--- src/rtl/mannix_mem_read_arb.sv ---
// mannix_mem_read_arb: read-port arbiter and burst sequencer for the mannix
// memory farm. Masked-priority then round-robin selection, grant locked for a
// whole burst, one address per accepted beat, in-order data routed back to the
// burst owner.
// Optional build macro: MANNIX_ARB_STARVE_EN adds per-client wait counters,
// a starvation override in arbitration and the starve_flag output.

`ifdef MANNIX_ARB_STARVE_EN
// Per-client wait counter; saturates at 255, which marks the client starving.
module mannix_arb_starve_lane (
    input  logic clk,
    input  logic rst,
    input  logic req,
    input  logic gnt,
    output logic starving
);
    logic [7:0] wait_cnt;

    // count cycles spent requesting without being granted
    always_ff @(posedge clk) begin
        if (rst)                           wait_cnt <= '0;
        else if (gnt)                      wait_cnt <= '0;
        else if (req && wait_cnt != 8'hFF) wait_cnt <= wait_cnt + 8'd1;
    end

    assign starving = req && (wait_cnt == 8'hFF);
endmodule
`endif

module mannix_mem_read_arb #(
    parameter int NUM_CLIENTS     = 5,
    parameter int ADDR_W          = 32,
    parameter int DATA_W          = 32,
    parameter int LEN_W           = 8,
    parameter int MAX_OUTSTANDING = 4
) (
    input  logic                          clk,
    input  logic                          rst,
    input  logic [NUM_CLIENTS-1:0]        client_priority,
    input  logic [NUM_CLIENTS-1:0]        cl_req,
    input  logic [NUM_CLIENTS*ADDR_W-1:0] cl_addr,
    input  logic [NUM_CLIENTS*LEN_W-1:0]  cl_len,
    output logic [NUM_CLIENTS-1:0]        cl_gnt,
    output logic [NUM_CLIENTS-1:0]        cl_rvalid,
    output logic                          cl_rlast,
    output logic [DATA_W-1:0]             cl_rdata,
    output logic                          mem_req,
    output logic [ADDR_W-1:0]             mem_addr,
    input  logic                          mem_ready,
    input  logic                          mem_rvalid,
    input  logic [DATA_W-1:0]             mem_rdata,
    output logic                          busy
`ifdef MANNIX_ARB_STARVE_EN
    ,
    output logic                          starve_flag
`endif
);
    localparam int CW = (NUM_CLIENTS > 1) ? $clog2(NUM_CLIENTS) : 1;
    localparam int OW = $clog2(MAX_OUTSTANDING + 1);
    localparam int BW = LEN_W + 1;

    typedef enum logic [1:0] {IDLE, BURST, DRAIN} state_t;

    state_t                                 state, state_nxt;
    logic [NUM_CLIENTS-1:0][ADDR_W-1:0]     addr_arr;
    logic [NUM_CLIENTS-1:0][LEN_W-1:0]      len_arr;
    logic [NUM_CLIENTS-1:0]                 hi_req, elig, gnt_nxt;
    logic [CW-1:0]                          rr_ptr, owner, win, cand;
    logic [CW:0]                            sum;
    logic                                   win_found;
    logic [BW-1:0]                          beats, issued, returned;
    logic [OW-1:0]                          outstanding;
    logic                                   accept, ret;

    assign addr_arr = cl_addr;
    assign len_arr  = cl_len;

`ifdef MANNIX_ARB_STARVE_EN
    logic [NUM_CLIENTS-1:0] starving;
    logic                   starve_hit;

    for (genvar g = 0; g < NUM_CLIENTS; g++) begin : g_starve
        mannix_arb_starve_lane u_lane (
            .clk      (clk),
            .rst      (rst),
            .req      (cl_req[g]),
            .gnt      (gnt_nxt[g]),
            .starving (starving[g])
        );
    end
`endif

    // winner select: high-priority class if any, then first at/after rr_ptr
    always_comb begin
        hi_req    = cl_req & client_priority;
        elig      = (hi_req != '0) ? hi_req : cl_req;
        win       = '0;
        win_found = 1'b0;
        sum       = '0;
        cand      = '0;
        for (int k = 0; k < NUM_CLIENTS; k++) begin
            sum = {1'b0, rr_ptr} + (CW+1)'(k);
            if (sum >= (CW+1)'(NUM_CLIENTS)) sum = sum - (CW+1)'(NUM_CLIENTS);
            cand = sum[CW-1:0];
            if (!win_found && elig[cand]) begin
                win       = cand;
                win_found = 1'b1;
            end
        end
`ifdef MANNIX_ARB_STARVE_EN
        // a starving client beats both mask and rotation; lowest index first
        starve_hit = 1'b0;
        if (starving != '0) begin
            for (int k = NUM_CLIENTS - 1; k >= 0; k--)
                if (starving[CW'(k)]) win = CW'(k);
            win_found  = 1'b1;
            starve_hit = 1'b1;
        end
`endif
    end

    // address issue is allowed only under the in-flight cap
    assign mem_req = (state == BURST) && (issued < beats) &&
                     (outstanding < OW'(MAX_OUTSTANDING));
    assign accept  = mem_req && mem_ready;
    // returns outside a burst are protocol errors and are dropped
    assign ret     = mem_rvalid && (state != IDLE);
    assign busy    = (state != IDLE);

    // state register
    always_ff @(posedge clk) begin
        if (rst) state <= IDLE;
        else     state <= state_nxt;
    end

    // next state and grant decode
    always_comb begin
        state_nxt = state;
        gnt_nxt   = '0;
        case (state)
            IDLE: begin
                if (win_found) begin
                    state_nxt    = BURST;
                    gnt_nxt[win] = 1'b1;
                end
            end
            BURST: if (accept && issued == beats - 1'b1)  state_nxt = DRAIN;
            DRAIN: if (ret && returned == beats - 1'b1)   state_nxt = IDLE;
            default: state_nxt = IDLE;
        endcase
    end

    // burst datapath, counters and registered return path
    always_ff @(posedge clk) begin
        if (rst) begin
            cl_gnt      <= '0;
            cl_rvalid   <= '0;
            cl_rlast    <= 1'b0;
            cl_rdata    <= '0;
            mem_addr    <= '0;
            rr_ptr      <= '0;
            owner       <= '0;
            beats       <= '0;
            issued      <= '0;
            returned    <= '0;
            outstanding <= '0;
        end else begin
            cl_gnt    <= gnt_nxt;
            cl_rvalid <= '0;
            cl_rlast  <= 1'b0;
            if (state == IDLE && win_found) begin
                mem_addr <= addr_arr[win];
                beats    <= {1'b0, len_arr[win]} + 1'b1;
                owner    <= win;
                rr_ptr   <= (win == CW'(NUM_CLIENTS - 1)) ? '0 : win + 1'b1;
                issued   <= '0;
                returned <= '0;
            end
            if (accept) begin
                mem_addr <= mem_addr + 1'b1;
                issued   <= issued + 1'b1;
            end
            if (ret) begin
                cl_rvalid[owner] <= 1'b1;
                cl_rdata         <= mem_rdata;
                cl_rlast         <= (returned == beats - 1'b1);
                returned         <= returned + 1'b1;
            end
            case ({accept, ret})
                2'b10:   outstanding <= outstanding + 1'b1;
                2'b01:   outstanding <= outstanding - 1'b1;
                default: outstanding <= outstanding;
            endcase
        end
    end

`ifdef MANNIX_ARB_STARVE_EN
    // pulse alongside a grant that came from the starvation override
    always_ff @(posedge clk) begin
        if (rst) starve_flag <= 1'b0;
        else     starve_flag <= starve_hit && (state == IDLE);
    end
`endif
endmodule

--- config.mk ---
export PLATFORM = sky130hd
export DESIGN_NAME = mannix_mem_read_arb
export DESIGN_NICKNAME = d
export VERILOG_FILES = /design/src/rtl/mannix_mem_read_arb.sv
export SDC_FILE = /design/constraint.sdc
export NUM_CORES = 1
export LEC_CHECK = 0
export CORE_MARGIN = 4
export CORE_UTILIZATION = 49
export CTS_CLUSTER_DIAMETER = 30
export DETAILED_ROUTE_END_ITERATION = 10
export GPL_TIMING_DRIVEN = 0
export PLACE_DENSITY = 0.92
export SLEW_MARGIN = 20
export SYNTH_ARGS = -nofsm -noshare
export SYNTH_HDL_FRONTEND = slang
export SYNTH_SLANG_ARGS = --single-unit
export TNS_END_PERCENT = 50
--- constraint.sdc ---
create_clock -name clk -period 13.8 [get_ports clk]
set_input_delay 4.14 -clock clk [delete_from_list [all_inputs] [get_ports clk]]
set_output_delay 4.14 -clock clk [all_outputs]
set_load 0.01 [all_outputs]
==> impl_metrics.yaml <==
setup_path:
  critical_path_required_ns: 14.07
  worst_r2r_startpoint: "rr_ptr[1]"
  worst_path_max_delay_cell: "sky130_fd_sc_hd__nor4_1"
  cp-end-kind: "register"
  rr_endpoint: "mem_addr[5]"
  worst_setup_path_start_kind: "input port"
  critPathArrivalTime_ns: 9.41
  cp_max_fo: 10
  cp_common_cell: "sky130_fd_sc_hd__clkbuf_1"
  worst-r2r-setup-slack_ns: 7.30
  crit_buf_inv: 5
  worstPathCellList: "clkdlybuf4s50_1, a222oi_1, buf_4, a31o_1, a32o_1, nor4_1, and2b_1, o31ai_1, buf_2, nand2_2, clkbuf_1, clkbuf_1, a21oi_1, a2111oi_0, nor3_1"
  cpLargestDelayFamily: "buffers and inverters"
  criticalPathCategory: "in2reg"
  reg2regPathDepth: 18
  delay_of_the_slowest_cell_on_the_worst_path_ns: 0.90
layout:
  mostFrequentLayoutCell: "sky130_fd_sc_hd__clkdlybuf4s50_1"
  area_growth_pct: 48.0
  sequential_cell_area_um2: 2260
  final_cell_utilization_of_the_core: 0.744
  mostFrequentLayoutCells: "sky130_fd_sc_hd__clkdlybuf4s50_1 (319), sky130_fd_sc_hd__nand2_1 (226), sky130_fd_sc_hd__a21oi_1 (137)"
  finalNetCount: 1779
  multiInputGateArea_um2: 5650
  insertedDiodeCount: 0
  nFillCells: 1338
  drive_gt1_frac: 0.0579
hold_path:
  hold_start: "cl_rdata[6]"
  worst_hold_path.endpoint: "cl_rdata[6]"
  holdCritPathClass: "reg2reg"
  whs_path_depth: 2
timing:
  max_freq_mhz: 109
  timing_max_transition_violations_final: 0
  maxSlewHeadroom: 0.306
  rsz_0062_raised_after_global_routing: "no"
  final_period_minus_worst_setup_slack_ns: 9.13
  finalHoldViolations: 0
  worst_setup_skew_after_layout_ns: 0.0121
  period_share: 0.662
  least_margin_pin_slew_ns: 1.03
  finalSetupViolations: 0
  tns_ns: 0
die:
  fp.dieH_um: 139
  io_pins: 323
  initial_core_util: 0.503
  dieArea_um2: 19300
  die_w_um: 139
  placeableCoreArea_um2: 16700
  core.rowCount: 47
placed_design:
  buffer_ports.inserted: 319
  dp.final_hpwl_um: 26900
  routabilityCongestion: 0.992
yosys:
  basic_gate_share_of_the_synthesized_area_counting_and_or_nand_and_nor_cells: 0.295
  synth_edf_count: 0
  syn-instance-count: 1169
  yosysTopAreaCellShare: 0.270
  post-synth-top-area-cell: "sky130_fd_sc_hd__dfxtp_1"
  syn-num-nets: 1441
  synth_flop_cell: "sky130_fd_sc_hd__dfxtp_1"
  synthXorXnorAreaFrac: 0.0386
  synth_top_family_by_area: "simple AND/OR/NAND/NOR gates"
  synth.yosys.warnings: 0
  synth.area.top_cells: "sky130_fd_sc_hd__dfxtp_1 (27%), sky130_fd_sc_hd__nand2_1 (10%), sky130_fd_sc_hd__a21oi_1 (8.2%)"
  synth_compound_area_frac: 0.264
  synthesis.area_um2: 8390
  yosysSeqAreaShare: 0.270
  synth_fa_ha_area_frac: 0.0405
  synth-async-reset-ratio: 0
  yosysUniqueCellTypes: 89
  synth_seq_cells: 113
  muxShareOfSynthArea: 0.0346
  avgSynthCellArea_um2: 7.18
route:
  num_vias: 10600
  violation_count_after_the_first_detailed_routing_iteration: 1417
  via_per_inst: 6.09
  detailedRoute.firstPassIterationCount: 6
  routedWlPerCell_um: 20.0
  antenna_left: 0
  drc: 0
  drt_wl_total_um: 34800
clocking:
  cts.reportedPaths.clkPinSlew_ns: 0.06
  cts_buffers: 17
  tritoncts: "built"
  cts.repair_timing.setup_buffer_count: 0
  cts_root_buf: "sky130_fd_sc_hd__clkbuf_16"
  clock_insertion_delay_worst_skew_ns: 0.43
  cts-root-to-sink-buffers: 2
  cts.htree.levels: 4
  cts.sinks: 113
  postCtsResizedCells: 0
  cts.hold.buffers_added: 0
global_routing:
  grt_first_pass_wirelength_um: 53300
  grt_start_max_net_pins: 17
  gr-total-overflow: 0
  first_global_vias: 10300
  antenna_found_initial: 0
  global_route.usage.total: 0.339
job:
  maxCapViolations: 0
pwr:
  worst_ir_drop_vdd_mv: 0.189
  cellPowerDensity_nw_per_um2: 282
  power.leakage_uw: 0.00463
status:
  run_status: "finished, final reports clean"
-- layout make-up --
class	count	share of cell area
well taps	220	0.0222
inverters	31	0.00957
plain buffers	86	0.0295
clock buffers	18	0.0345
flip-flops and latches	113	0.182
multi-input cells	939	0.454
clock inverters	14	0.0107
repair buffers	319	0.257
-- worst max-delay path by stage --
stage	start	end	depth (start not counted)
2_1_floorplan	cl_req[1]	beats[4]	21
3_3_place_gp	cl_req[2]	mem_addr[18]	15
3_5_place_dp	cl_req[2]	mem_addr[5]	15
4_1_cts	cl_req[2]	mem_addr[5]	15
5_1_grt	cl_req[2]	mem_addr[5]	18
6_report	cl_req[2]	mem_addr[5]	15
-- flip-flops by register name, indices dropped and copies added (netlist names), 3 cells and up --
register     flops
outstanding      3
rr_ptr           3
cl_gnt           5
issued           9
mem_addr        32
cl_rdata        32
beats            9
returned         9
cl_rvalid        5
owner            3
-- per-stage QoR --
step / std cells / instance area (um2) / setup slack (ns) / hold slack, ns / power [uW]
finish: 1740 / 12400 / 4.67 / 0.453 / 3500
global placement: 1708 / 11900 / 4.58 / 0.441 / 2940
detailed placement: 1708 / 11900 / 4.43 / 0.447 / 2990
floorplan: 1169 / 8390 / 6.03 / 0.430 / 2200
global route: 1740 / 12400 / 4.45 / 0.469 / 3690
CTS: 1740 / 12400 / 4.86 / 0.455 / 3430
-- cells by family (layout without fill, tap and decap cells) --
family	after synthesis	after routing
fa+ha+maj	26	26
xor+xnor	37	37
simple gates	518	518
mux	27	27
buf+inv	117	468
flops	113	113
compound gates	331	331
-- metal layers --
layer,vias to the layer above,GRT usage,part of all wire
met5,-,0,0
met4,0,0.192,0.063
met3,168,0.0814,0.096
met2,681,0.589,0.49
met1,4821,0.379,0.35
li1,4922,-,-
-- Yosys cell counts (9+ instances only) --
cell,instances
sky130_fd_sc_hd__a2111oi_0,21
sky130_fd_sc_hd__nor2_1,71
sky130_fd_sc_hd__xnor2_1,24
sky130_fd_sc_hd__o211ai_1,15
sky130_fd_sc_hd__o21a_1,13
sky130_fd_sc_hd__nand2b_1,9
sky130_fd_sc_hd__buf_2,17
sky130_fd_sc_hd__nand4_1,19
sky130_fd_sc_hd__nand3_1,48
sky130_fd_sc_hd__o21ai_0,35
sky130_fd_sc_hd__xor2_1,13
sky130_fd_sc_hd__and3_1,18
sky130_fd_sc_hd__ha_1,24
sky130_fd_sc_hd__inv_1,26
sky130_fd_sc_hd__clkbuf_1,59
sky130_fd_sc_hd__dfxtp_1,113
sky130_fd_sc_hd__a21oi_1,137
sky130_fd_sc_hd__nor4_1,14
sky130_fd_sc_hd__a31oi_1,11
sky130_fd_sc_hd__and4_1,10
sky130_fd_sc_hd__or3_1,9
sky130_fd_sc_hd__mux2i_1,17
sky130_fd_sc_hd__nor3_1,37
sky130_fd_sc_hd__and2_1,15
sky130_fd_sc_hd__nand2_1,226
sky130_fd_sc_hd__a211oi_1,17
sky130_fd_sc_hd__o22ai_1,9
-- power by group --
| group | internal, uW | switching, uW | leakage (uW) |
|---|---|---|---|
| clock | 250 | 175 | 0.000273 |
| combinational | 970 | 1630 | 0.00344 |
| sequential | 402 | 75.0 | 0.000925 |
-- worst register-to-register path, delay by kind of cell (launching register included) --
| kind | cells | cell delay (ns) |
|---|---|---|
| and+or+nand+nor | 5 | 1.77 |
| DFF | 1 | 0.43 |
| AOI/OAI and AO/OA | 5 | 1.36 |
| adders and majority gates | 2 | 0.55 |
| buffers and inverters | 6 | 2.26 |
No activity file was read; power rests on OpenSTA's default activity.
